===== config.mk =====
export PLATFORM = sky130hd
export DESIGN_NAME = montgomery_domain_conv
export DESIGN_NICKNAME = d
export VERILOG_FILES = /design/src/rtl/multiplier_pkg.sv /design/src/rtl/params_pkg.sv /design/src/rtl/montgomery_conv_step.sv /design/src/rtl/montgomery_domain_conv.sv
export SDC_FILE = /design/constraint.sdc
export NUM_CORES = 1
export LEC_CHECK = 0
export ABC_AREA = 1
export ABC_CLOCK_PERIOD_IN_PS = 3600
export CAP_MARGIN = 20
export CORE_ASPECT_RATIO = 0.8
export CORE_MARGIN = 3
export CORE_UTILIZATION = 55
export CTS_CLUSTER_SIZE = 30
export DETAILED_ROUTE_END_ITERATION = 7
export PLACE_DENSITY_LB_ADDON = 0.25
export SYNTH_ARGS = -nofsm -noshare
export SYNTH_HDL_FRONTEND = slang
export SYNTH_SLANG_ARGS = --single-unit

===== constraint.sdc =====
create_clock -name clk_i -period 3.6 [get_ports clk_i]
set_clock_uncertainty 0.15 [all_clocks]
set_input_delay 0.9 -clock clk_i [delete_from_list [all_inputs] [get_ports clk_i]]
set_output_delay 0.9 -clock clk_i [all_outputs]
set_load 0.005 [all_outputs]

===== src/rtl/multiplier_pkg.sv =====
// Control types shared by the Montgomery multiplier and domain converter.
package multiplier_pkg;

   typedef enum logic [1:0] {
      IDLE = 2'd0,
      LOAD = 2'd1,
      STEP = 2'd2,
      DONE = 2'd3
   } conv_state_e;

endpackage : multiplier_pkg


===== src/rtl/params_pkg.sv =====
// Shared datapath parameters for the Montgomery arithmetic blocks.
package params_pkg;

   localparam int unsigned DATA_LENGTH    = 24;
   localparam int unsigned MODULUS        = 8380417;
   localparam int unsigned MODULUS_LENGTH = 23;
   localparam int unsigned MONT_CNT_W     = $clog2(DATA_LENGTH + 1);

endpackage : params_pkg


===== src/rtl/montgomery_conv_step.sv =====
// One conversion iteration: modular doubling (into R domain) or, with
// MONT_CONV_FROM_EN, modular halving (out of R domain). Requires i_v < i_m.
module montgomery_conv_step #(
   parameter int unsigned DATA_LENGTH = params_pkg::DATA_LENGTH
) (
   input  logic [DATA_LENGTH-1:0] i_v,
   input  logic [DATA_LENGTH-1:0] i_m,
`ifdef MONT_CONV_FROM_EN
   input  logic                   i_dir,
`endif
   output logic [DATA_LENGTH-1:0] o_v_next_c
);

   localparam int unsigned EXT_W = DATA_LENGTH + 1;

   logic [EXT_W-1:0]       w_m_ext;
   logic [EXT_W-1:0]       w_dbl;
   logic [DATA_LENGTH-1:0] w_dbl_res;

   assign w_m_ext = {1'b0, i_m};
   assign w_dbl   = {i_v, 1'b0};

   // 2v < 2m, so a single conditional subtract brings it back below m
   always_comb begin
      w_dbl_res = DATA_LENGTH'(w_dbl);
      if (w_dbl >= w_m_ext) begin
         w_dbl_res = DATA_LENGTH'(w_dbl - w_m_ext);
      end
   end

`ifdef MONT_CONV_FROM_EN
   logic [EXT_W-1:0]       w_half_sum;
   logic [DATA_LENGTH-1:0] w_half_res;

   // odd m makes v + m even whenever v is odd, so the shift is exact
   assign w_half_sum = {1'b0, i_v} + (i_v[0] ? w_m_ext : EXT_W'(0));
   assign w_half_res = DATA_LENGTH'(w_half_sum >> 1);

   assign o_v_next_c = i_dir ? w_half_res : w_dbl_res;
`else
   assign o_v_next_c = w_dbl_res;
`endif

endmodule : montgomery_conv_step


===== src/rtl/montgomery_domain_conv.sv =====
// Serial Montgomery-domain converter: result = y * 2^m_bl mod m, one doubling per
// cycle. Defining MONT_CONV_FROM_EN adds dir_i and the reverse (halving) direction.
module montgomery_domain_conv
   import multiplier_pkg::*;
#(
   parameter int unsigned DATA_LENGTH = params_pkg::DATA_LENGTH
) (
   input  logic                   clk_i,
   input  logic                   rst_i,
   input  logic                   start_i,
   input  logic [DATA_LENGTH-1:0] y_i,
   input  logic [DATA_LENGTH-1:0] m_i,
   input  logic [DATA_LENGTH-1:0] m_bl_i,
`ifdef MONT_CONV_FROM_EN
   input  logic                   dir_i,
`endif
   output logic [DATA_LENGTH-1:0] result_o,
   output logic                   valid_o,
   output logic                   busy_o
);

   localparam int unsigned CNT_W = $clog2(DATA_LENGTH + 1);

   conv_state_e            r_state;
   logic [DATA_LENGTH-1:0] r_v;
   logic [DATA_LENGTH-1:0] r_m;
   logic [CNT_W-1:0]       r_cnt;
   logic [DATA_LENGTH-1:0] r_result;
   logic                   r_valid;
   logic                   r_busy;

   conv_state_e            w_state_nxt;
   logic [DATA_LENGTH-1:0] w_v_nxt;
   logic [DATA_LENGTH-1:0] w_m_nxt;
   logic [CNT_W-1:0]       w_cnt_nxt;
   logic [DATA_LENGTH-1:0] w_result_nxt;
   logic                   w_valid_nxt;
   logic                   w_busy_nxt;
   logic [CNT_W-1:0]       w_cnt_sat;
   logic [DATA_LENGTH-1:0] w_step_v;

`ifdef MONT_CONV_FROM_EN
   logic r_dir;
   logic w_dir_nxt;
`endif

   // iteration count never exceeds the operand width
   assign w_cnt_sat = (m_bl_i > DATA_LENGTH'(DATA_LENGTH)) ? CNT_W'(DATA_LENGTH)
                                                           : CNT_W'(m_bl_i);

   montgomery_conv_step #(
      .DATA_LENGTH (DATA_LENGTH)
   ) u_step (
      .i_v        (r_v),
      .i_m        (r_m),
`ifdef MONT_CONV_FROM_EN
      .i_dir      (r_dir),
`endif
      .o_v_next_c (w_step_v)
   );

   always_comb begin
      w_state_nxt  = r_state;
      w_v_nxt      = r_v;
      w_m_nxt      = r_m;
      w_cnt_nxt    = r_cnt;
      w_result_nxt = r_result;
      w_valid_nxt  = 1'b0;
`ifdef MONT_CONV_FROM_EN
      w_dir_nxt    = r_dir;
`endif
      case (r_state)
         IDLE: begin
            if (start_i) begin
               w_state_nxt = LOAD;
               w_v_nxt     = y_i;
               w_m_nxt     = m_i;
               w_cnt_nxt   = w_cnt_sat;
`ifdef MONT_CONV_FROM_EN
               w_dir_nxt   = dir_i;
`endif
            end
         end
         LOAD: begin
            // operand may be up to 2m-1; fold it into [0, m)
            if (r_v >= r_m) begin
               w_v_nxt = r_v - r_m;
            end
            w_state_nxt = (r_cnt == CNT_W'(0)) ? DONE : STEP;
         end
         STEP: begin
            w_v_nxt   = w_step_v;
            w_cnt_nxt = r_cnt - CNT_W'(1);
            if (r_cnt == CNT_W'(1)) begin
               w_state_nxt = DONE;
            end
         end
         DONE: begin
            w_result_nxt = r_v;
            w_valid_nxt  = 1'b1;
            w_state_nxt  = IDLE;
         end
         default: begin
            w_state_nxt = IDLE;
         end
      endcase
      w_busy_nxt = (w_state_nxt == LOAD) || (w_state_nxt == STEP);
   end

   always_ff @(posedge clk_i) begin
      if (rst_i) begin
         r_state  <= IDLE;
         r_v      <= '0;
         r_m      <= '0;
         r_cnt    <= '0;
         r_result <= '0;
         r_valid  <= 1'b0;
         r_busy   <= 1'b0;
`ifdef MONT_CONV_FROM_EN
         r_dir    <= 1'b0;
`endif
      end else begin
         r_state  <= w_state_nxt;
         r_v      <= w_v_nxt;
         r_m      <= w_m_nxt;
         r_cnt    <= w_cnt_nxt;
         r_result <= w_result_nxt;
         r_valid  <= w_valid_nxt;
         r_busy   <= w_busy_nxt;
`ifdef MONT_CONV_FROM_EN
         r_dir    <= w_dir_nxt;
`endif
      end
   end

   assign result_o = r_result;
   assign valid_o  = r_valid;
   assign busy_o   = r_busy;

endmodule : montgomery_domain_conv


After elaboration in Yosys (flattened, before gate mapping)
Cells that the tools add are included.
{"block": "op_classes", "order_cmp": 3, "addsub": 3, "reduce_logical": 8, "n_eq_ne": 8, "n_mux": 12}
{"cell": "two-way mux 24 bit", "count": 3}
{"cell": "one-hot mux 24 bit (3 select lines)", "count": 1}
{"cell": "subtractor 24 bit", "count": 2}
{"cell": "greater-or-equal comparator 25 x 24 -> 1 bit", "count": 1}
{"cell": "greater-or-equal comparator 24 bit", "count": 1}
{"cell": "> comparator 24 x 5 -> 1 bit, second input constant", "count": 1}
{"cell": "two-way mux 5 bit", "count": 2}
{"cell": "one-hot mux 5 bit (2 select lines)", "count": 1}
{"cell": "one-hot mux 2 bit (4 select lines)", "count": 1}
{"cell": "== test 2 bit, second input constant", "count": 3}
{"cell": "== test 5 x 1 -> 1 bit, second input constant", "count": 1}
{"cell": "logical NOT 5 bit", "count": 1}
{"cell": "subtractor 5 x 1 -> 5 bit, second input constant", "count": 1}
{"cell": "== test 2 x 1 -> 1 bit, second input constant", "count": 2}
{"cell": "two-way mux 2 bit", "count": 2}
{"cell": "inequality test 2 bit, second input constant", "count": 2}
{"cell": "AND reduction 2 bit", "count": 2}
{"cell": "AND reduction 3 bit", "count": 1}
{"cell": "nonzero test 3 bit", "count": 1}
{"cell": "logical NOT 2 bit", "count": 1}
{"cell": "two-way mux 1 bit", "count": 2}
{"cell": "nonzero test 2 bit", "count": 1}
{"cell": "logical OR 1 bit", "count": 1}
{"block": "totals", "output_inout_bits": 26, "in_bits": 75, "reg_bits": 81, "elab_cells": 41}

Longest topological paths before layout
Gate-level depths: netlist of run 1.
{"block": "logic_depth", "word_depth": 5, "mapped_depth": 17, "ltp_nobuf": 17}

Hierarchy
A second synthesis of run 1 with hierarchy kept.
{"block": "hier_totals", "cells_unflattened": 1364, "area_unflattened_um2": 7805.0}
{"mod": "montgomery_domain_conv", "seq_area_each_um2": 1621.6, "n_inst": 1, "area_each_um2": 5482.8, "cells_each": 885}
{"mod": "montgomery_conv_step", "seq_area_each_um2": 0.0, "n_inst": 1, "area_each_um2": 2322.2, "cells_each": 479}

Worst setup path after synthesis of run 1
No wires, ideal clock.
{"block": "synth_timing", "kind": "reg2reg", "startpoint": "register r_v[0]", "endpoint": "register r_v[0]", "setup_ns": 0.113, "required_ns": 3.337, "stages_incl_launch_ff": 17, "slack_ns": 1.170, "path_buffers": 1, "synth_period_minus_slack_ns": 2.430, "arrival_time_ns": 2.167, "path_cell_list": "dfxtp_1 > inv_1 > ha_1 > fa_1 > inv_1 > nand2_1 > o21ai_2 > nand2_1 > nand2_2 > nand3_1 > nand4_1 > o21ai_2 > inv_2 > buf_4 > nand2_1 > nand2_1 > nor2_1"}
{"block": "synth_between", "elab_chain_len": 3, "elab_cells_between_ends": 8, "classes_between": "1 x add/sub; 2 x order compare; 1 x eq/ne; 3 x mux; 1 x reduce/logical"}
{"element": "start, declared", "line_no": "montgomery_domain_conv.sv:25", "source": "logic [DATA_LENGTH-1:0] r_v;"}
{"element": "start signal, assigned", "line_no": "montgomery_domain_conv.sv:124", "source": "r_v <= w_v_nxt;"}
{"element": "subtractor 24 bit, or another cell as far along", "line_no": "montgomery_domain_conv.sv:87", "source": "w_v_nxt = r_v - r_m;"}
{"element": "two-way mux 24 bit, or another cell as far along", "line_no": "montgomery_domain_conv.sv:86", "source": "if (r_v >= r_m) begin"}
{"element": "one-hot mux 24 bit (3 select lines) or AND reduction 3 bit (tied branches)"}
Parallel ways exist; a longest one is shown, timed or not. The select of a mux whose other input is x is not followed.
A chain may end at the register's enable or synchronous reset.

Worst setup path in the final report of run 1
{"block": "layout_timing", "startpoint": "register r_v[0]", "endpoint": "register r_v[15]"}
{"block": "layout_between", "elab_chain_len": 3, "elab_cells_between_ends": 9, "classes_between": "2 x add/sub; 2 x order compare; 1 x eq/ne; 3 x mux; 1 x reduce/logical"}
{"element": "subtractor 24 bit, or another cell as far along", "line_no": "montgomery_conv_step.sv:27", "source": "w_dbl_res = DATA_LENGTH'(w_dbl - w_m_ext);"}
{"element": "two-way mux 24 bit, or another cell as far along", "line_no": "montgomery_conv_step.sv:26", "source": "if (w_dbl >= w_m_ext) begin"}
{"element": "one-hot mux 24 bit (3 select lines) or AND reduction 3 bit (tied branches)"}
Parallel ways exist; a longest one is shown, timed or not. The select of a mux whose other input is x is not followed.

==> run summary, run 1 <==
The run finished with clean final reports. The total area inside the core boundary comes to 13100 um2. Source-to-sink clock delay at the later pin of the worst-skew pair: 0.36 ns. The number of flops mapped to enable cells by yosys is 0, and the largest fanout of any net on the critical path is 30. The tools report the final setup slack of the worst path as 0.363 ns. The async set or reset register ratio after synthesis came out at 0. Using the TritonRoute via totals, the vias-per-cell ratio works out to 5.55. Largest net degree at the start of global routing: 59. The number of H-tree levels was 3; the layout cell share with drive strength beyond 1 was 0.0633. The cell chosen for the clock root is sky130_fd_sc_hd__clkbuf_16.

The number of clock sinks was 81; the end-of-flow core utilization was 0.676. When the netlist entered floorplanning its net count stood at 1369. The share of the clock period used by the worst path after layout works out to 0.899. The kind of start point of the critical path was a register. Post-DP HPWL: 19800 um. In this run, placement finished with an instance count of 1485.

VDD sags by at most 0.523 mV. The total number of yosys warnings was 0; the proportion of synthesized chip area in sequential cells was 0.217. The maximum operating frequency came out at 309 MHz. Width of the die: 136 um. The tools report the setup-violating endpoint count in the final report as 0. The number of antenna violations at the first check in global routing is 0, and the area after detailed placement is 8500 um2. The endpoint class of the critical path is a register.

The weighted congestion at the end of routability-driven global placement is 1.02. The critical path is of the reg -> reg type. The remaining antenna violation count after routing is 0, and the number of fill cells is 1261.

The initial core utilization was 0.573; the mean area per synthesized cell was 6.05 um2. By area the synthesized netlist is led by sky130_fd_sc_hd__dfxtp_1 22%, sky130_fd_sc_hd__nand2_1 16%, sky130_fd_sc_hd__inv_1 9.9%. The tools report the number of buffers on the longest clock path as 2.

Summing all non-filler instances in the final layout gives an area of 8830 um2. Summed over all failing endpoints, the final setup total negative slack is 0 ns. The sequential cells in the finished layout cover a total of 1620 um2.

For this run, design rule violations remaining after detail routing come to 0. The tool flagged a number of max-cap violations equal to 0. For the fraction of met1 tracks used by global routing, the log shows 0.445. The library cell with the largest summed area after synthesis is sky130_fd_sc_hd__dfxtp_1. For the worst relative slew slack, the log shows 0.383. The area growth from synthesis to layout is 18.1%. The share of the synthesized area in the top cell type is 0.217, and the final net count is 1454. The count of hold-fix buffers inserted at cts was 0; the final global-route overflow total was 0. The routed wire length is 25000 um. met2 is the most crowded layer. The number of distinct library cells after synthesis is 47, and the minimum hold slack is 0.357 ns. Dividing total power by cell area gives a power density of 1110 nW/um2. 0 antenna diodes ended up in the layout. The post-synthesis register bit count is 81. For the global-route met3 utilization, the log shows 0.0971. Buffers added to address setup during post-CTS repair amount to 0.

The logs give 15000 um2 for the total die area and 7470 um2 for the post-synthesis instance area. Once layout is complete, the cells apart from fillers number 1501. For the gate count of the mapped netlist, the log shows 1236.

The number of max-slew violations in the final report was 0; the final count of hold timing violations was 0. Before antenna repair, the detailed router went through 5 iterations. Setup repair after global routing left no endpoint under its margin.

The tools report the met2 usage as 0.507. The tools report the clock buffer count from CTS as 9. After clock tree synthesis, the repair step resized 0 gates. TritonCTS built the clock tree.

Power comes to 9.79 mW. The die height is 110 um. In this run the worst hold path is classified as reg -> reg. The static leakage was 4.35 nW; the first-pass GRT wire length was 38200 um. In this run the count of I/O pins placed on the die edge is 101.

The final critical path time including I/O delays and setup is 3.24 ns, and the total via count in the routed design is 8338. For the pin with the worst max-slew slack, the measured transition is 0.926 ns. The top flip-flop cell by instance count after synthesis is sky130_fd_sc_hd__dfxtp_1. The area used by multi-input combinational logic was 4790 um2; the clock input transition at the sequential cells of the worst setup and hold paths was 0.07 ns. Required time of the critical path: 3.72 ns.

Data on the critical path arrives at its endpoint at 3.36 ns. The tools report the all-layer global routing usage as 0.333. The first routing iteration left 883 violations. Dividing the detail-routed wire length by the instance count gives 16.7 um. At the placement stage, the worst setup path has a slack of 0.576 ns.

The run gives 37 as the number of rows in the core area. Buffers placed on the I/O ports in this run total 100. The via count of the first global-routing pass came out at 7341.
-- cell usage in the layout, fill, tap and decap left out, types with 3 or more instances in the layout --
cell type                         count
sky130_fd_sc_hd__nand3_1             87
sky130_fd_sc_hd__o21bai_1             8
sky130_fd_sc_hd__o21ai_0             91
sky130_fd_sc_hd__nor4_1               4
sky130_fd_sc_hd__nand2_1            327
sky130_fd_sc_hd__nor2_1              98
sky130_fd_sc_hd__nor3_1               6
sky130_fd_sc_hd__o211ai_1             3
sky130_fd_sc_hd__nand2_2             10
sky130_fd_sc_hd__inv_6                3
sky130_fd_sc_hd__dfxtp_1             81
sky130_fd_sc_hd__xor2_1               3
sky130_fd_sc_hd__inv_2                5
sky130_fd_sc_hd__or2_2               11
sky130_fd_sc_hd__clkbuf_16            9
sky130_fd_sc_hd__a31oi_1              4
sky130_fd_sc_hd__inv_1              198
sky130_fd_sc_hd__clkdlybuf4s50_1    100
sky130_fd_sc_hd__nand3b_1             5
sky130_fd_sc_hd__nand4_1             39
sky130_fd_sc_hd__xnor2_1              9
sky130_fd_sc_hd__a21oi_1            108
sky130_fd_sc_hd__nor2_2               8
sky130_fd_sc_hd__ha_1                56
sky130_fd_sc_hd__a21oi_2              9
sky130_fd_sc_hd__buf_4               14
-- logic make-up after synthesis --
family	count (synthesis)	share of synthesized area
flip-flops	81	0.217
adder cells (fa/ha/maj)	58	0.0991
AO/OA/AOI/OAI	236	0.173
buffers and inverters	244	0.142
AND/OR/NAND/NOR	605	0.355
XOR/XNOR	12	0.0141
-- worst paths after layout --
path,from,slack [ns],end,cells after the start
worst max-delay path,r_v[0],0.36,r_v[15],15
worst max register to register,r_v[0],0.36,r_v[15],15
worst min register to register,result_o[6],0.36,result_o[6],2
worst min-delay path,result_o[6],0.36,result_o[6],2
-- cell usage after synthesis, drive strengths merged (11+ instances only) --
cell	instances
dfxtp	81
nand4	39
nand2	337
a21oi	118
nor2	107
ha	56
clkbuf	24
nand3	90
inv	203
o21ai	95
or2	11
buf	16
-- sequential cells by signal, summed over array words and instances (netlist names) --
register,cells
busy_o,1
r_m,24
r_v,24
result_o,24
r_state,2
valid_o,1
r_cnt,5
-- final cells by class --
| class | instances | share of cell area |
|---|---|---|
| timing repair buffer | 114 | 0.125 |
| tap | 175 | 0.0248 |
| inverter | 204 | 0.0867 |
| multi-input combinational | 911 | 0.542 |
| clock buffer | 9 | 0.0255 |
| clock inverter | 7 | 0.0119 |
| sequential | 81 | 0.184 |
-- critical path: stages, from the launching register on --
cell and delay, ns:
sky130_fd_sc_hd__dfxtp_1 0.42, sky130_fd_sc_hd__inv_1 0.11, sky130_fd_sc_hd__ha_1 0.26, sky130_fd_sc_hd__fa_1 0.39
sky130_fd_sc_hd__inv_1 0.09, sky130_fd_sc_hd__nand2_1 0.09, sky130_fd_sc_hd__o21ai_2 0.23, sky130_fd_sc_hd__nand2_1 0.10
sky130_fd_sc_hd__nand2_2 0.11, sky130_fd_sc_hd__nand3_1 0.09, sky130_fd_sc_hd__nand4_1 0.12, sky130_fd_sc_hd__o21ai_2 0.05
sky130_fd_sc_hd__buf_4 0.24, sky130_fd_sc_hd__inv_2 0.31, sky130_fd_sc_hd__o21ai_0 0.18, sky130_fd_sc_hd__a21oi_1 0.19
-- where the power goes --
group          switching [mW]  internal [mW]  total [mW]
sequential              0.210           1.18        1.39
combinational            4.90           2.46        7.36
clock                   0.428          0.620        1.05
total                    5.54           4.25        9.79
-- layer usage --
layer / vias up / share of wire
met1: 3632 / 0.44
li1: 4171 / -
met3: 71 / 0.11
met5: - / 0
met4: 0 / 0.040
met2: 464 / 0.41
(Power assumes the default switching activity.)
==> run 2, diff against run 1 <==
--- a/constraint.sdc
+++ b/constraint.sdc
@@ -3,3 +3,3 @@
 set_input_delay 0.9 -clock clk_i [delete_from_list [all_inputs] [get_ports clk_i]]
 set_output_delay 0.9 -clock clk_i [all_outputs]
-set_load 0.005 [all_outputs]
+set_load 0.02 [all_outputs]
==> results of run 2 <==
The final DEF is identical to that of run 1. Status: complete, no violations.
Main changes from that run: total power 9.79 mW -> 9.86 mW
==> run 3, diff against run 2 <==
Settings changed: ABC_CLOCK_PERIOD_IN_PS 3600 to 4000.
Clock period 3.6 ns to 4 ns, I/O delays scaled along.
==> run 3 against run 2 <==
Maximum frequency fell by 0.52%; clock power shrank 10%; setup slack improved by 0.38 ns; global-route usage is 0.94 points higher; sequential power down 10%; largest cell class unchanged.
==> run summary, run 3 (synthesis results as in run 1) <==
The number of buffers on the longest clock path came out at 2 (unchanged). Most used cells in the layout excluding fill and tap cells: 327 x sky130_fd_sc_hd__nand2_1, 198 x sky130_fd_sc_hd__inv_1, 108 x sky130_fd_sc_hd__a21oi_1 (unchanged). The logs give 101 (unchanged) for the I/O pin total and 0.876 ns (was 0.576 ns) for the setup slack after placement. The share of the clock period used by the worst path after layout came out at 0.814 (was 0.899). The internal power is 3.84 mW (was 4.25 mW).

The transition time at the pin with the least slew margin is 1.04 ns (was 0.926 ns). The tools report the static leakage as 4.35 nW (about the same). The DRC violation total after the first TritonRoute iteration is 1153 (was 883).

The all-layer global routing usage came out at 0.342 (was 0.333). Most common cell after layout, fill and taps aside: sky130_fd_sc_hd__nand2_1 (unchanged). The type of the most critical hold path was reg -> reg (unchanged).

The data arrival at the endpoint of the critical path was 3.39 ns (was 3.36 ns); the area added between synthesis and finish was 18.1% (about the same). The tools report the number of DRC violations after detailed routing as 0 (unchanged). The tools report the count of instances resized after the clock tree is built as 0 (unchanged).

The largest voltage drop on the vdd net was 0.569 mV (was 0.523 mV). The sequential fraction of design power was 0.140 (was 0.141); the initial core utilization was 0.573 (unchanged). The tools report the endpoint class of the critical path as a register (unchanged). The post-DP HPWL is 20000 um (was 19800 um), and the final net count is 1452 (was 1454). The run gives 0 ns (unchanged) as the total negative slack for setup checks.

The run gives 0.755 (was 0.753) as the share of total power in combinational logic. The layout cell share with drive strength beyond 1 was 0.0619 (was 0.0633). CP cell instances: inv_1 -> ha_1 -> fa_1 -> inv_1 -> nand2_1 -> o21ai_2 -> nand2_1 -> nand2_2 -> nand3_1 -> nand4_1 -> o21ai_2 -> buf_8 -> inv_2 -> o21ai_0 -> a21oi_2 (was inv_1 -> ha_1 -> fa_1 -> inv_1 -> nand2_1 -> o21ai_2 -> nand2_1 -> nand2_2 -> nand3_1 -> nand4_1 -> o21ai_2 -> buf_4 -> inv_2 -> o21ai_0 -> a21oi_1).

Cell with the largest stage delay on the worst path: sky130_fd_sc_hd__dfxtp_1 (unchanged). The tools report the cell chosen for the clock root as sky130_fd_sc_hd__clkbuf_16 (unchanged). The total power per unit cell area was 1010 nW/um2 (was 1120 nW/um2); the max-capacitance violation count was 0 (unchanged). Final count of hold timing violations: 0 (unchanged). The die height is 110 um (unchanged).

The logs give 0 (unchanged) for the final global-route overflow total and 8574 (was 8338) for the total via count in the routed design. The tools report the part of the power in the clock network as 0.106 (about the same). The source-to-sink clock delay at the later pin of the worst-skew pair came out at 0.35 ns (was 0.36 ns). The width of the die is 136 um (unchanged).

The clock buffer count from CTS was 9 (unchanged); the largest fanout of any net on the critical path was 19 (was 30). The setup-violating endpoint count in the final report is 0 (unchanged). The sum of buffers and inverters on the critical path is 4 (unchanged), and the remaining antenna violation count after routing is 0 (unchanged). The number of H-tree levels was 3 (unchanged); the number of buffers added for setup after CTS was 0 (unchanged). For the number of detailed-route iterations in the first pass, the log shows 6 (was 5). The average wire per cell in the routed design was 17.1 um (was 16.7 um); the total die area was 15000 um2 (unchanged). The tools report the maximum operating frequency as 307 MHz (was 309 MHz).

The run finished with clean final reports. The weighted congestion at the end of routability-driven global placement was 1.01 (was 1.02). The number of vias per cell came out at 5.72 (was 5.55). For the antenna diode count, the log shows 0 (unchanged). The met3 wire length came out at 3540 um (was 2850 um). The tools report the number of clock sinks as 81 (unchanged). Setup repair after global routing left no endpoint under its margin. The worst relative slew slack is 0.308 (was 0.383). The kind of start point of the critical path was a register (unchanged). The via count of the first global-routing pass was 7528 (was 7341); the quantity of I/O buffers inserted on ports was 100 (unchanged).

Routed length on met1: 10700 um (was 11000 um). Number of rows in the core area: 37 (unchanged). The kind of critical path is reg -> reg (unchanged). The delay contributed by the slowest stage of the critical path is 0.41 ns (was 0.42 ns). The number of antenna violations at the first check in global routing came out at 0 (unchanged). TritonCTS built the clock tree. The final critical path time including I/O delays and setup came out at 3.25 ns (was 3.24 ns). The switching share of total power is 0.571 (was 0.569).

The tools report the number of max-slew violations in the final report as 0 (unchanged). The kind of cell adding the most delay to the critical path was compound AO/OA/AOI/OAI gates (was buffers and inverters). The required time of the critical path was 4.14 ns (was 3.72 ns); the first-pass GRT wire length was 39600 um (was 38200 um).

The reported net switching power was 5.11 mW (was 5.61 mW); the largest net degree at the start of global routing was 43 (was 59). The area of the core region is 13100 um2 (unchanged), and the clock input transition at the sequential cells of the worst setup and hold paths is 0.07 ns (about the same). The wire length on met2 is 10300 um (was 10200 um). The end-of-flow core utilization came out at 0.676 (about the same).

The tools report the routed wire length as 25600 um (was 25000 um). The count of hold-fix buffers inserted at cts came out at 0 (unchanged). Uppermost layer routed: met4 (unchanged).

The final setup slack of the worst path is 0.746 ns (was 0.363 ns).
[run 3: cell type report]
type                    instances  area, um2
flip-flops and latches         81       1620
fillers                      1204       4230
inverters                     204        766
clock inverters                 7        111
clock buffers                   9        225
repair buffers                112       1100
multi-input cells             911       4790
well taps                     175        219
[run 3: layer usage]
metal  global-route usage  up-vias
met2                0.511      557
met5                    0        -
met3               0.0994       84
met1                0.462     3760
met4                0.145        0
li1                     -     4173
[run 3: path summary, 6_finish.rpt]
kind,startpoint,to,slack (ns),cells after the start
min reg2reg,r_m[17],r_m[17],0.35,2
max reg2reg,r_v[0],r_v[13],0.75,15
min,r_m[17],r_m[17],0.35,2
max,r_v[0],r_v[13],0.75,15
[run 3: per-stage QoR]
step                total power, mW  std cells  instance area (um2)  hold WS (ns)
floorplan                      6.26       1236                 7470         0.306
global placement               7.58       1482                 8480         0.323
detailed placement             7.72       1483                 8490         0.340
CTS                            8.72       1499                 8830         0.348
global route                   9.76       1499                 8830         0.367
finish                         8.95       1499                 8830         0.353
[run 3: worst min-delay path, cell delays in order (launching register included)]
cell	delay, ns
sky130_fd_sc_hd__dfxtp_1	0.30
sky130_fd_sc_hd__inv_1	0.09
sky130_fd_sc_hd__a21oi_1	0.07
[run 3: power by group through the flow]
stage | Clock, mW | Sequential (mW) | Combinational (mW)
after floorplan | 0 | 1.27 | 4.99
after global placement | 0 | 1.24 | 6.34
after detailed placement | 0 | 1.26 | 6.47
after CTS | 0.952 | 1.24 | 6.53
after global routing | 0.977 | 1.27 | 7.52
final | 0.945 | 1.25 | 6.75
